File: src/rtl/cla_multiword_seq.sv
// Wide add/subtract sequencer: streams NUM_WORDS words, least-significant first,
// through one DATA_WIDTH-bit carry-lookahead adder, with the carry held in a register.

module CLA_top #(
  parameter int DATA_WIDTH = 64
) (
  input  logic [DATA_WIDTH-1:0] a,
  input  logic [DATA_WIDTH-1:0] b,
  input  logic                  cin,
  output logic [DATA_WIDTH-1:0] sum,
  output logic                  cout
);
  localparam int unsigned NG = DATA_WIDTH / 4;

  logic [DATA_WIDTH-1:0] g;
  logic [DATA_WIDTH-1:0] p;

  assign g = a & b;
  assign p = a ^ b;

  // 4-bit lookahead groups; group generate/propagate chain the carry between groups
  always_comb begin
    logic       c;
    logic [3:0] gc;
    logic       gg;
    logic       pg;
    c   = cin;
    sum = '0;
    gc  = '0;
    gg  = 1'b0;
    pg  = 1'b0;
    for (int unsigned k = 0; k < NG; k++) begin
      gc[0] = c;
      gc[1] = g[4*k] | (p[4*k] & c);
      gc[2] = g[4*k+1] | (p[4*k+1] & g[4*k]) | (p[4*k+1] & p[4*k] & c);
      gc[3] = g[4*k+2] | (p[4*k+2] & g[4*k+1]) | (p[4*k+2] & p[4*k+1] & g[4*k])
            | (p[4*k+2] & p[4*k+1] & p[4*k] & c);
      gg    = g[4*k+3] | (p[4*k+3] & g[4*k+2]) | (p[4*k+3] & p[4*k+2] & g[4*k+1])
            | (p[4*k+3] & p[4*k+2] & p[4*k+1] & g[4*k]);
      pg    = &p[4*k +: 4];
      sum[4*k +: 4] = p[4*k +: 4] ^ gc;
      c = gg | (pg & c);
    end
    cout = c;
  end
endmodule

module cla_multiword_seq #(
  parameter int DATA_WIDTH = 64,
  parameter int NUM_WORDS  = 4
) (
  input  logic                            clk,
  input  logic                            rst,
  input  logic                            in_valid,
  output logic                            in_ready,
  input  logic [DATA_WIDTH*NUM_WORDS-1:0] op_a,
  input  logic [DATA_WIDTH*NUM_WORDS-1:0] op_b,
  input  logic                            sub,
  input  logic                            cin,
  output logic                            out_valid,
  input  logic                            out_ready,
  output logic [DATA_WIDTH*NUM_WORDS-1:0] result,
  output logic                            cout,
  output logic                            overflow
);
  localparam int W  = DATA_WIDTH * NUM_WORDS;
  localparam int CW = (NUM_WORDS > 1) ? $clog2(NUM_WORDS) : 1;

  typedef enum logic [1:0] {IDLE, RUN, DONE} state_t;

  state_t          state;
  state_t          state_next;
  logic [CW-1:0]   cnt;
  logic            carry_q;
  logic [W-1:0]    a_sh;
  logic [W-1:0]    b_sh;
  logic [W-1:0]    acc;
  logic [W-1:0]    acc_next;
  logic [W-1:0]    result_q;
  logic            cout_q;
  logic            ovf_q;
  logic [DATA_WIDTH-1:0] cla_sum;
  logic            cla_cout;
  logic            last_word;

  CLA_top #(.DATA_WIDTH(DATA_WIDTH)) u_cla (
    .a    (a_sh[DATA_WIDTH-1:0]),
    .b    (b_sh[DATA_WIDTH-1:0]),
    .cin  (carry_q),
    .sum  (cla_sum),
    .cout (cla_cout)
  );

  assign last_word = (cnt == CW'(NUM_WORDS - 1));
  // New sum word enters at the top; after NUM_WORDS shifts word 0 sits at the bottom
  assign acc_next  = W'({cla_sum, acc} >> DATA_WIDTH);

  always_ff @(posedge clk) begin
    if (rst) state <= IDLE;
    else     state <= state_next;
  end

  always_comb begin
    state_next = state;
    case (state)
      IDLE:    if (in_valid)  state_next = RUN;
      RUN:     if (last_word) state_next = DONE;
      DONE:    if (out_ready) state_next = IDLE;
      default:                state_next = IDLE;
    endcase
  end

  always_comb begin
    in_ready  = (state == IDLE);
    out_valid = (state == DONE);
  end

  always_ff @(posedge clk) begin
    if (rst) begin
      cnt      <= '0;
      carry_q  <= 1'b0;
      a_sh     <= '0;
      b_sh     <= '0;
      acc      <= '0;
      result_q <= '0;
      cout_q   <= 1'b0;
      ovf_q    <= 1'b0;
    end else begin
      case (state)
        IDLE: if (in_valid) begin
          a_sh    <= op_a;
          b_sh    <= sub ? ~op_b : op_b;
          carry_q <= sub ? 1'b1 : cin;
          cnt     <= '0;
        end
        RUN: begin
          a_sh    <= a_sh >> DATA_WIDTH;
          b_sh    <= b_sh >> DATA_WIDTH;
          acc     <= acc_next;
          carry_q <= cla_cout;
          cnt     <= cnt + 1'b1;
          if (last_word) begin
            result_q <= acc_next;
            cout_q   <= cla_cout;
            ovf_q    <= (a_sh[DATA_WIDTH-1] == b_sh[DATA_WIDTH-1]) &&
                        (cla_sum[DATA_WIDTH-1] != a_sh[DATA_WIDTH-1]);
          end
        end
        default: ;
      endcase
    end
  end

  assign result   = result_q;
  assign cout     = cout_q;
  assign overflow = ovf_q;
endmodule

File: config.mk
export PLATFORM = sky130hd
export DESIGN_NAME = cla_multiword_seq
export DESIGN_NICKNAME = d
export VERILOG_FILES = /design/src/rtl/cla_multiword_seq.sv
export SDC_FILE = /design/constraint.sdc
export NUM_CORES = 2
export LEC_CHECK = 0
export BUFFER_PORTS_ARGS = -buffer_cell sky130_fd_sc_hd__buf_2
export CORE_UTILIZATION = 40
export CTS_BUF_LIST = sky130_fd_sc_hd__clkbuf_8
export DETAILED_ROUTE_END_ITERATION = 10
export MAX_ROUTING_LAYER = met4
export REMOVE_ABC_BUFFERS = 1
export SKIP_CTS_REPAIR_TIMING = 1
export SLEW_MARGIN = 25
export SYNTH_ARGS = -nofsm -noshare
export SYNTH_HDL_FRONTEND = slang
export SYNTH_SLANG_ARGS = --single-unit
export TNS_END_PERCENT = 20
File: constraint.sdc
create_clock -name clk -period 3.65 [get_ports clk]
set_input_delay 0.9125 -clock clk [delete_from_list [all_inputs] [get_ports clk]]
set_output_delay 0.9125 -clock clk [all_outputs]
set_load 0.05 [all_outputs]
==> results.cfg <==
[run_status]
status = finished clean

[detailed_routing]
wl_met2_um = 68500
wl_um = 150000
route.detailed.drc = 0
top_layer_used = met4
drtIter0Drc = 2900
wl_met3_um = 8200
first_pass_iters = 7
drtAntennaViolNets = 0
post_drt_wl_per_cell_um = 19.0
vias = 40400
drt-vias-per-instance = 5.12
wl_met1_um = 67400

[yosys]
synth_simple_gate_area_share = 0.284
synthArstFlopShare = 0
synth_top_cell_by_area = dfxtp_1
netlist_area_sq_um = 43400
synth_compound_area_frac = 0.144
synthFlopType = dfxtp_1
synth_adder_area_share = 0.0261
ys_seq_area_frac = 0.446
synthMuxAreaShare = 0.000692
synth_warnings = 0
synth_top_family_by_area = simple AND/OR/NAND/NOR gates
synth_edf_count = 0
syn_area_per_cell_sq_um = 7.58
ys_types = 64
synth_top_area_frac = 0.446
synthTopCellsByArea = dfxtp_1 (45%), nor2_1 (9.9%), a21oi_1 (9.3%)
synth_xor_area_frac = 0.0583
ys_ff_latch = 967
netlist_instances = 5725

[cells_and_area]
post-route-util = 0.486
drive_gt1_frac = 0.182
nNetsFinal = 6911
layout_common_cells = nor2_1 (1,140), dfxtp_1 (965), a21oi_1 (804)
mostFrequentLayoutCell = nor2_1
stdcell_area_sq_um = 52200
area_delta_synth_final_pct = 20.3

[floorplanning]
die_w_um = 331
core_sq_um = 107000
die-height_um = 331
initial_core_util = 0.404
fp-row-count = 120
fp.dieArea_sq_um = 110000
pin_count = 778

[cts]
cts_tree = done
clk_pin_slew_ns = 0.07
h-tree-depth = 4
clock_latency_ns = 0.86
clk_path_buf_depth = 3
cts.sinks = 967
cts_made_buffers = 170
cts_root_buffer = clkbuf_8

[setup_path]
crit_path_start_kind = flip-flop
cp_slowest_cell = dfxtp_1
critPathMaxStageDelay_ns = 0.40
path_buf_inv = 0
critPathTopFamily = compound AO/OA/AOI/OAI gates
critPathRequiredTime_ns = 4.42
cp_data_arrival_time_ns = 4.21
r2r_slack_ns = 0.21
worst-path-max-fanout = 3
worstSetupPathType = flip-flop to flip-flop
crit_top_cell = a211oi_1
end_kind = flip-flop
path_cells = ha_1, a211oi_1, o21ai_0, nand3_2, a31oi_4, o211ai_1, a21oi_1, o21a_1, or2_2, fa_1, xnor2_1, a211oi_1

[sta]
rsz0062_at_grt = false
timing.setup.tns_ns = 0
hold_violations = 0
fin_worst_skew_ns = 0.0334
worst_pin_slew_ns = 0.819
finalCritPeriodShare = 0.943
drv_slew = 0
fin_ws_ns = 0.207
finalCriticalPeriod_ns = 3.44
slew_headroom = 0.454
setup_violations = 0
fmax_ghz = 0.290

[grt]
grt_max_degree = 191
grt_pass1_wl_um = 226000
grt.total_usage = 0.270
gr-total-overflow = 0
antenna_found_initial = 40
grt_pass1_vias = 37900

[worst_hold_path]
hold_path_class = input pin to flip-flop

[place]
place_ws_ns = 0.119
dp_hpwl_um = 102000
placed_area_sq_um = 48500
gp_congestion = 0.882
port_buffers = 777

[power]
power.leakage_uw = 0.0223
p_per_area_nw_per_um2 = 492
ir_worst_vdd_v = 0.000254

[run]
cap_violations = 0
## routing by layer
layer	vias to the layer above	track usage
met5	-	-
met4	0	0.118
met3	242	0.0501
met2	1092	0.412
met1	18900	0.348
li1	20100	-
## per-stage QoR
stage	hold slack, ns	power [uW]	std cells
floorplan	0.426	14400	5258
global placement	0.437	15600	7540
detailed placement	0.443	15600	7540
CTS	0.208	25900	7850
global route	0.254	26900	7892
finish	0.288	25700	7894
## worst register-to-register path: stages, from the launching register on
cell	delay [ns]
dfxtp_1	0.40
ha_1	0.27
a211oi_1	0.31
o21ai_0	0.31
nand3_2	0.22
a31oi_4	0.15
o211ai_1	0.30
a21oi_1	0.14
o21a_1	0.21
or2_2	0.29
fa_1	0.38
xnor2_1	0.15
a211oi_1	0.24
## worst paths after layout
kind                                start          to  cells past startpoint
worst max register to register    b_sh[0]    acc[245]                     12
worst min-delay path            op_a[252]   a_sh[252]                      3
worst max-delay path              b_sh[0]    acc[245]                     12
worst min register to register    acc[96]  result[32]                      2
## logic make-up (layout without fill, tap and decap cells)
| group | Yosys count | count (layout) |
|---|---|---|
| compound gates | 1088 | 1088 |
| simple gates | 2821 | 2821 |
| buf+inv | 476 | 1201 |
| other cells | 0 | 41 |
| flops | 967 | 967 |
| fa+ha+maj | 81 | 81 |
| mux | 3 | 3 |
| xor+xnor | 289 | 289 |
## cells in the mapped netlist, types with 6 or more instances
cell type / n
a311o_1: 6
nand2b_1: 6
ha_1: 65
a21o_1: 23
fa_1: 16
xnor2_1: 214
buf_1: 38
a22oi_1: 130
nand4_1: 11
nand3b_1: 7
nor2_1: 1141
clkbuf_1: 428
o21ai_0: 16
o211ai_1: 7
inv_1: 9
a211oi_1: 38
nor3_1: 393
or2_2: 6
or3_1: 14
o221a_2: 6
a21oi_1: 804
nand3_1: 32
dfxtp_1: 967
nor2b_1: 390
a31oi_1: 8
nor4_1: 6
xor2_1: 75
nand2_1: 792
## state kept, by name, indices dropped and copies added (netlist names)
name and flops:
carry_q 1, cout 1, overflow 1, b_sh 256
acc 192, result 256, cnt 2, state 2
a_sh 256
## where the power goes
| group | total, uW | switching [uW] | internal (uW) |
|---|---|---|---|
| sequential | 11600 | 390 | 11200 |
| clock | 10300 | 4700 | 5600 |
| combinational | 3850 | 2350 | 1500 |
| total | 25700 | 7440 | 18300 |
## layout make-up
| cell class | count | area (sq um) |
|---|---|---|
| Clock inverter | 91 | 508 |
| Sequential cell | 967 | 19400 |
| Timing Repair Buffer | 882 | 5120 |
| Tap cell | 1403 | 1760 |
| Inverter | 9 | 33.8 |
| Antenna cell | 41 | 103 |
| Fill cell | 10900 | 55100 |
| Clock buffer | 219 | 3010 |
| Multi-Input combinational cell | 4282 | 22300 |
Power figures use the tool's default switching activity.
